==> src/rtl/sqw_sequencer.sv <==
// sqw_sequencer: square-wave timing sequencer with a double-buffered configuration.
// Software offers a configuration (high/low length, tick prescale, burst count)
// through a valid/ready handshake. The HIGH/LOW state machine drives wave_out.
// New settings are committed only at period boundaries, so the wave never glitches.
//
// Ports:
//   clk, rst_n         clock, synchronous active-low reset
//   cfg_valid/ready    configuration handshake (ready = pending slot free)
//   cfg_high/low       phase lengths in ticks (0 behaves as 1)
//   cfg_prescale       a tick lasts cfg_prescale+1 clocks
//   cfg_bursts         periods per run, 0 = continuous
//   start, stop        begin a run / stop gracefully at the end of the period
//   busy, wave_out     run active, square-wave output
//   period_done        one-clock pulse per completed period
//   burst_done         one-clock pulse when the burst count is exhausted
module sqw_sequencer #(
    parameter int unsigned CNT_WIDTH   = 16,
    parameter int unsigned PRE_WIDTH   = 8,
    parameter int unsigned BURST_WIDTH = 8
) (
    input  logic                   clk,
    input  logic                   rst_n,
    input  logic                   cfg_valid,
    output logic                   cfg_ready,
    input  logic [CNT_WIDTH-1:0]   cfg_high,
    input  logic [CNT_WIDTH-1:0]   cfg_low,
    input  logic [PRE_WIDTH-1:0]   cfg_prescale,
    input  logic [BURST_WIDTH-1:0] cfg_bursts,
    input  logic                   start,
    input  logic                   stop,
    output logic                   busy,
    output logic                   wave_out,
    output logic                   period_done,
    output logic                   burst_done
);

    typedef enum logic [1:0] {
        ST_IDLE = 2'd0,
        ST_HIGH = 2'd1,
        ST_LOW  = 2'd2
    } state_e;

    state_e                 state_q, state_d;

    logic [CNT_WIDTH-1:0]   act_high_q, act_high_d;
    logic [CNT_WIDTH-1:0]   act_low_q, act_low_d;
    logic [PRE_WIDTH-1:0]   act_prescale_q, act_prescale_d;
    logic [BURST_WIDTH-1:0] act_bursts_q, act_bursts_d;

    logic [CNT_WIDTH-1:0]   pend_high_q, pend_high_d;
    logic [CNT_WIDTH-1:0]   pend_low_q, pend_low_d;
    logic [PRE_WIDTH-1:0]   pend_prescale_q, pend_prescale_d;
    logic [BURST_WIDTH-1:0] pend_bursts_q, pend_bursts_d;
    logic                   pend_full_q, pend_full_d;
    logic                   have_cfg_q, have_cfg_d;

    logic [PRE_WIDTH-1:0]   pre_q, pre_d;
    logic [CNT_WIDTH-1:0]   phase_q, phase_d;
    logic [BURST_WIDTH-1:0] per_cnt_q, per_cnt_d;
    logic                   stop_req_q, stop_req_d;

    logic                   wave_q, wave_d;
    logic                   busy_q, busy_d;
    logic                   period_done_q, period_done_d;
    logic                   burst_done_q, burst_done_d;
    logic                   cfg_ready_q, cfg_ready_d;

    logic                   tick_c;
    logic                   xfer_c;
    logic [BURST_WIDTH-1:0] per_inc_c;

    // Phase length in ticks minus one; a programmed 0 behaves as 1.
    function automatic logic [CNT_WIDTH-1:0] len_m1(input logic [CNT_WIDTH-1:0] v);
        return (v == '0) ? '0 : v - CNT_WIDTH'(1);
    endfunction

    // Next-state, datapath and registered-output logic.
    always_comb begin
        state_d         = state_q;
        act_high_d      = act_high_q;
        act_low_d       = act_low_q;
        act_prescale_d  = act_prescale_q;
        act_bursts_d    = act_bursts_q;
        pend_high_d     = pend_high_q;
        pend_low_d      = pend_low_q;
        pend_prescale_d = pend_prescale_q;
        pend_bursts_d   = pend_bursts_q;
        pend_full_d     = pend_full_q;
        have_cfg_d      = have_cfg_q;
        pre_d           = pre_q;
        phase_d         = phase_q;
        per_cnt_d       = per_cnt_q;
        stop_req_d      = stop_req_q;
        period_done_d   = 1'b0;
        burst_done_d    = 1'b0;

        tick_c    = (pre_q == act_prescale_q);
        xfer_c    = cfg_valid && !pend_full_q;
        per_inc_c = per_cnt_q + BURST_WIDTH'(1);

        // Accepting and committing are exclusive: one needs the slot empty, the other full.
        if (xfer_c) begin
            pend_high_d     = cfg_high;
            pend_low_d      = cfg_low;
            pend_prescale_d = cfg_prescale;
            pend_bursts_d   = cfg_bursts;
            pend_full_d     = 1'b1;
        end

        case (state_q)
            ST_IDLE: begin
                // Commit first so a start in the same cycle runs with the fresh config.
                if (pend_full_q) begin
                    act_high_d     = pend_high_q;
                    act_low_d      = pend_low_q;
                    act_prescale_d = pend_prescale_q;
                    act_bursts_d   = pend_bursts_q;
                    pend_full_d    = 1'b0;
                    have_cfg_d     = 1'b1;
                end
                if (start && (have_cfg_q || pend_full_q)) begin
                    state_d    = ST_HIGH;
                    pre_d      = '0;
                    phase_d    = len_m1(pend_full_q ? pend_high_q : act_high_q);
                    per_cnt_d  = '0;
                    stop_req_d = 1'b0;
                end
            end

            ST_HIGH: begin
                stop_req_d = stop_req_q || stop;
                pre_d      = tick_c ? '0 : pre_q + PRE_WIDTH'(1);
                if (tick_c) begin
                    if (phase_q == '0) begin
                        state_d = ST_LOW;
                        phase_d = len_m1(act_low_q);
                    end else begin
                        phase_d = phase_q - CNT_WIDTH'(1);
                    end
                end
            end

            ST_LOW: begin
                stop_req_d = stop_req_q || stop;
                pre_d      = tick_c ? '0 : pre_q + PRE_WIDTH'(1);
                if (tick_c) begin
                    if (phase_q != '0) begin
                        phase_d = phase_q - CNT_WIDTH'(1);
                    end else begin
                        period_done_d = 1'b1;
                        per_cnt_d     = per_inc_c;
                        if ((act_bursts_q != '0) && (per_inc_c == act_bursts_q)) begin
                            burst_done_d = 1'b1;
                            state_d      = ST_IDLE;
                        end else if (stop_req_q || stop) begin
                            state_d = ST_IDLE;
                        end else begin
                            // Period boundary: the only point where a running wave is retuned.
                            if (pend_full_q) begin
                                act_high_d     = pend_high_q;
                                act_low_d      = pend_low_q;
                                act_prescale_d = pend_prescale_q;
                                act_bursts_d   = pend_bursts_q;
                                pend_full_d    = 1'b0;
                                have_cfg_d     = 1'b1;
                            end
                            state_d = ST_HIGH;
                            phase_d = len_m1(pend_full_q ? pend_high_q : act_high_q);
                        end
                    end
                end
            end

            default: begin
                state_d = ST_IDLE;
            end
        endcase

        wave_d      = (state_d == ST_HIGH);
        busy_d      = (state_d != ST_IDLE);
        cfg_ready_d = !pend_full_d;
    end

    // State and output registers with synchronous reset.
    always_ff @(posedge clk) begin
        if (!rst_n) begin
            state_q         <= ST_IDLE;
            act_high_q      <= '0;
            act_low_q       <= '0;
            act_prescale_q  <= '0;
            act_bursts_q    <= '0;
            pend_high_q     <= '0;
            pend_low_q      <= '0;
            pend_prescale_q <= '0;
            pend_bursts_q   <= '0;
            pend_full_q     <= 1'b0;
            have_cfg_q      <= 1'b0;
            pre_q           <= '0;
            phase_q         <= '0;
            per_cnt_q       <= '0;
            stop_req_q      <= 1'b0;
            wave_q          <= 1'b0;
            busy_q          <= 1'b0;
            period_done_q   <= 1'b0;
            burst_done_q    <= 1'b0;
            cfg_ready_q     <= 1'b1;
        end else begin
            state_q         <= state_d;
            act_high_q      <= act_high_d;
            act_low_q       <= act_low_d;
            act_prescale_q  <= act_prescale_d;
            act_bursts_q    <= act_bursts_d;
            pend_high_q     <= pend_high_d;
            pend_low_q      <= pend_low_d;
            pend_prescale_q <= pend_prescale_d;
            pend_bursts_q   <= pend_bursts_d;
            pend_full_q     <= pend_full_d;
            have_cfg_q      <= have_cfg_d;
            pre_q           <= pre_d;
            phase_q         <= phase_d;
            per_cnt_q       <= per_cnt_d;
            stop_req_q      <= stop_req_d;
            wave_q          <= wave_d;
            busy_q          <= busy_d;
            period_done_q   <= period_done_d;
            burst_done_q    <= burst_done_d;
            cfg_ready_q     <= cfg_ready_d;
        end
    end

    assign cfg_ready   = cfg_ready_q;
    assign busy        = busy_q;
    assign wave_out    = wave_q;
    assign period_done = period_done_q;
    assign burst_done  = burst_done_q;

endmodule

==> config.mk <==
export PLATFORM = sky130hd
export DESIGN_NAME = sqw_sequencer
export DESIGN_NICKNAME = d
export VERILOG_FILES = /design/src/rtl/sqw_sequencer.sv
export SDC_FILE = /design/constraint.sdc
export NUM_CORES = 1
export LEC_CHECK = 0
export ABC_CLOCK_PERIOD_IN_PS = 5400
export CAP_MARGIN = 20
export CORE_MARGIN = 3
export CORE_UTILIZATION = 63
export CTS_BUF_LIST = sky130_fd_sc_hd__clkbuf_8 sky130_fd_sc_hd__clkbuf_16
export CTS_CLUSTER_DIAMETER = 30
export DETAILED_ROUTE_END_ITERATION = 8
export GPL_TIMING_DRIVEN = 0
export PLACE_DENSITY = 0.9
export SLEW_MARGIN = 10
export SYNTH_ARGS = -nofsm -noshare
export SYNTH_HDL_FRONTEND = slang
export SYNTH_SLANG_ARGS = --single-unit
export TNS_END_PERCENT = 50
==> constraint.sdc <==
create_clock -name clk -period 5.4 [get_ports clk]
set_input_delay 1.62 -clock clk [delete_from_list [all_inputs] [get_ports clk]]
set_output_delay 1.62 -clock clk [all_outputs]
set_load 0.02 [all_outputs]
# Yosys cells after proc, flatten, opt, wreduce, memory -nomap -nowiden
# Cells that the tools add are included.
[totals]
register_bits = 138
output_inout_bits = 5
elab_cells = 130
[op_classes]
n_addsub = 5
n_eq_ne = 13
muxes = 65
n_bitwise = 3
n_reduce_logical = 24
[op_table]
columns = ["cell", "count"]
rows = [
  ["$mux W16", 19],
  ["$mux W8", 14],
  ["$pmux W16 S2", 2],
  ["$pmux W8 S2", 4],
  ["$logic_not A16 Y1", 3],
  ["$pmux W16 S3", 1],
  ["$sub A16 B1 Y16 const B", 3],
  ["$add A8 B1 Y8 const B", 2],
  ["$eq A8 B8 Y1", 2],
  ["$mux W1", 16],
  ["$reduce_bool A16 Y1", 1],
  ["$ne A2 B2 Y1 const B", 6],
  ["$mux W2", 5],
  ["$reduce_bool A8 Y1", 1],
  ["$ne A3 B3 Y1 const B", 2],
  ["$pmux W1 S2", 3],
  ["$pmux W2 S3", 1],
  ["$reduce_and A6 Y1", 1],
  ["$reduce_bool A2 Y1", 3],
  ["$reduce_and A5 Y1", 1],
  ["$eq A2 B1 Y1 const B", 2],
  ["$reduce_and A4 Y1", 1],
  ["$reduce_or A4 Y1", 1],
  ["$logic_and A1 B1 Y1", 3],
  ["other kinds (9)", 13],
]

# Longest topological paths before layout
[logic_depth]
depth_word = 10
mapped_depth = 13
ltp_nobuf = 10

# Worst setup path after synthesis
# Ideal clock, no wire load.
[synth_path]
path_kind = "reg2reg"
startpoint = "register pend_full_q"
endpoint = "register phase_q[5]"
setup_time_ps = 122
arrival_time_ps = 2945
required_time_ps = 5278
path_slack_ps = 2332
path_stages_with_launch = 13
period_less_slack_ps = 3068
cell_sequence = "dfxtp_1 buf_2 buf_2 buf_1 buf_1 mux2i_1 ha_1 o211ai_1 or4_1 clkbuf_1 a32o_1 o211ai_1 mux2i_1"
[synth_via]
elab_chain_len = 8
[synth_lines]
columns = ["item", "line", "source"]
rows = [
  ["start, declared", "54", "logic pend_full_q, pend_full_d;"],
  ["start signal, assigned", "217", "pend_full_q <= pend_full_d;"],
  ["$mux W16", "n/a", ""],
  ["$sub A16 B1 Y16 / $logic_not A16 Y1 (equally long branches)", "74", "return (v == '0) ? '0 : v - CNT_WIDTH'(1);"],
  ["$mux W16", "74", ""],
  ["$mux W16", "155", "end else if (stop_req_q || stop) begin"],
  ["$mux W16", "152", "if ((act_bursts_q != '0) && (per_inc_c == act_bursts_q)) begin"],
  ["$mux W16", "147", "if (phase_q != '0) begin"],
  ["$mux W16", "146", "if (tick_c) begin"],
  ["$pmux W16 S3", "110", "case (state_q)"],
  ["end signal, assigned", "220", "phase_q <= phase_d;"],
  ["end, declared", "58", "logic [CNT_WIDTH-1:0] phase_q, phase_d;"],
]
# Several ways; a longest one is shown, not always the timed one. The select of a mux whose other input is x is not followed.
# A chain may end at the register's enable or synchronous reset.

# Final worst setup path
[layout_path]
startpoint = "register pend_full_q"
endpoint = "register phase_q[6]"
# Same word-level chain as after synthesis.

==> results.md <==
* Run status: complete, no violations
* Post-synth EDFFs at 0
* Sequential area share after synthesis at between 30% and 40%
* Post-cts hold buffer count at 0
* Clk_skew at 0.00967 ns
* Most frequent cell after synthesis: nand2_1
* Nets at approximately 1100
* Yosys cell types at 71
* Syn_nets at between 900 and 1000
* Cells after synthesis at about 930
* DIE AREA at 12900 um^2
* Max-slew violation count at 0
* Clock-pin slew on the worst setup and hold paths at about 0.06 ns
* Asr flop ratio synth at 0%
* CTS sink cnt at about 140
* Post-route DRC violation count at 0
* Top cells by area, synth: dfxtp_1 38%, nand2_1 12%, a21oi_1 7.8%, mux2i_1 4.1%, xnor2_1 4.0%
* Vias per cell at roughly 6.2
* Total Neg Setup Slack at 0 ns
* Pin count of the biggest net entering global routing at 17
* Hold_ws at roughly 0.46 ns
* RSZ-0062 raised after global routing: no
* Clock latency on the worst-skew pair at around 0.43 ns
* Iter 0 DRT Violations at ~750
* Die Width at between 100 and 150 um
* Vias in the first global route at 6621
* Setup CP Type: flop to flop
* Crit. End Element: flop
* Final worst-path cycle share at between 70% and 80%
* Yosys warns at 0
* Power density over the cells at around 520 nW/um^2
* DP HPWL at ~14000 um
* Util after Layout at 77.3%
* Placer Congestion at about 1
* Crit path DAT at 4.39 ns
* First-pass GRT wire length at 32300 um
* Core area at approximately 11000 um^2
* Crit path launch type: flop
* CTS root buf: clkbuf_16
* Synth Cell Area at 7270 um^2
* Worst-Margin Slew at about 0.83 ns
* Routed WL at 20000 um
* Tmin final at 4.09 ns
* Max-Cap Viols at 0
* Total congestion overflow at 0
* Wire per inst at 17.3 um
* Synth top area share at roughly 38%
* Clock Tree Buf Depth at 2
* Fraction of layout instances using a drive strength above 1 at a little under 7%
* Crit-path max FO at 10
* Crit path buf inv count at 4
* Final Hold Fails at 0
* CP required at 5.70 ns
* FMAX at approximately 240 MHz
* Final Worst Setup Slack at around 1.3 ns
* Layout fillers at a little under 800
* Via count at 7117
* Hold Path Class: flop to flop
* P_leak at around 3.1 nW
* Post_cts resized at 0
* Register bit total from synthesis at roughly 140
* Top_reg_cell synth: dfxtp_1
* # rows at 38
* Design area at ~8600 um^2
* GRT Util Overall at a little under a third
* Diode count at 0
* Antenna Nets Post-Route at 0
* IO buf count at between 50 and 60
* TritonCTS buffer count at 17
* Setup Viol. Count Final at 0
* Slew HR at a little over two fifths
* Initial antenna violation count at 0
* Io pins at 58
* First-pass DRT Iterations at 6
* Avg Cell Area, Syn at 7.84 um^2
* Starting density of the core at roughly two thirds
* Post-CTS setup buffers at 0
* TritonCTS clock tree: yes
* H-tree Lvls at 4
* Layout area overhead at 17.7%
* R2R Setup Slk at roughly 1.3 ns
* Delay-heaviest family, CP: buffers and inverters
* Dpl ws at 1.45 ns
* Critical path, cell by cell: buf_2, buf_2, buf_1, buf_1, mux2i_1, ha_1, nor4b_1, nor2_1, nor2_1, xor2_1, a211oi_1, o21ai_0, mux2i_1
* Post-synth top cells: 240 x nand2_1, 138 x dfxtp_1, 113 x a21oi_1
* Placed instance area at 8010 um^2
* Height of the die at between 100 and 150 um
* Slowest cell on the critical path: buf_1
* Synth area leader: dfxtp_1
* Maximum vdd ir drop at 0.511 mV
* Worst path max stage delay at approximately 0.56 ns
-- cells by family (layout without fill, tap and decap cells) --
logic type,after synthesis,after routing,synth area share (%)
AOI/OAI and AO/OA,217,217,18.2
xor gates and xnor gates,53,53,6.57
adders and majority gates,12,12,2.06
buffers and inverters,64,152,3.65
DFF,138,138,38.0
muxes,35,35,4.90
and+or+nand+nor,409,409,26.7
-- registers in the layout, indices dropped and copies added (netlist names), 16 cells and up --
name,flops
pend_low_q,16
phase_q,16
pend_high_q,16
act_high_q,16
act_low_q,16
-- worst reg2reg max path, delay by kind of cell (launching register included) --
family | cells | cell delay [ns]
buffers and inverters | 4 | 1.52
flip-flops | 1 | 0.30
adder cells (fa/ha/maj) | 1 | 0.27
multiplexers | 2 | 0.48
XOR/XNOR | 1 | 0.27
AND/OR/NAND/NOR | 3 | 0.78
AO/OA/AOI/OAI | 2 | 0.36
-- stage by stage --
step | instances | total power, W
finish | 1156 | 0.00447
global route | 1156 | 0.00471
CTS | 1156 | 0.00440
detailed placement | 1124 | 0.00331
global placement | 1124 | 0.00328
floorplan | 928 | 0.00279
-- area by class of cell --
class                           instances  area (um^2)  share of cell area [%]
Clock buffer                           18          439                    5.13
Clock inverter                         14          114                    1.33
Inverter                               13         48.8                   0.570
Multi-Input combinational cell        726         4240                    49.6
Sequential cell                       138         2760                    32.3
Timing Repair Buffer                   56          561                    6.55
Tap cell                              140          175                    2.05
Buffer                                 51          216                    2.53
-- power by group --
group / internal, W / switching [W] / total, W
sequential: 0.00114 / 0.000136 / 0.00127
clock: 0.000608 / 0.000479 / 0.00109
combinational: 0.000816 / 0.00129 / 0.00211
-- metal layers --
| metal | up-vias | wire length, um | share of wire (%) | track usage, % |
|---|---|---|---|---|
| met5 | - | 0 | 0 | 0 |
| met4 | 0 | 620 | 3.1 | 11.2 |
| met3 | 56 | 1620 | 8.1 | 7.69 |
| met2 | 322 | 8960 | 45 | 48.9 |
| met1 | 3335 | 8760 | 44 | 42.1 |
| li1 | 3404 | - | - | - |
-- cell usage in the layout (no fill, tap or decap), types with 5 or more instances in the layout --
master,count
nand2b_1,7
o21a_1,10
nand2_1,240
dfxtp_1,138
nand3_1,16
clkdlybuf4s50_1,56
or2_2,7
nor3_1,24
nor2_1,39
mux2i_1,30
ha_1,12
nand4_1,10
xnor2_1,33
nor3b_1,9
o211ai_1,6
a21oi_1,113
mux2_2,5
xor2_1,19
a211oi_1,15
inv_1,13
clkbuf_16,17
buf_2,8
nor4_1,9
or3_1,9
nor2b_1,5
clkbuf_1,34
buf_1,5
o21ai_0,29
and3_1,6
-- worst paths after layout --
kind                                   startpoint                        endpoint  cells past startpoint
setup / recovery           pend_full_q$_SDFF_PN0_         phase_q[6]$_SDFFE_PN0P_                     13
hold / removal    pend_prescale_q[7]$_SDFFE_PN0P_  act_prescale_q[7]$_SDFFE_PN0P_                      2
setup reg to reg           pend_full_q$_SDFF_PN0_         phase_q[6]$_SDFFE_PN0P_                     13
hold reg to reg   pend_prescale_q[7]$_SDFFE_PN0P_  act_prescale_q[7]$_SDFFE_PN0P_                      2
No activity file was read; power rests on OpenSTA's default activity.
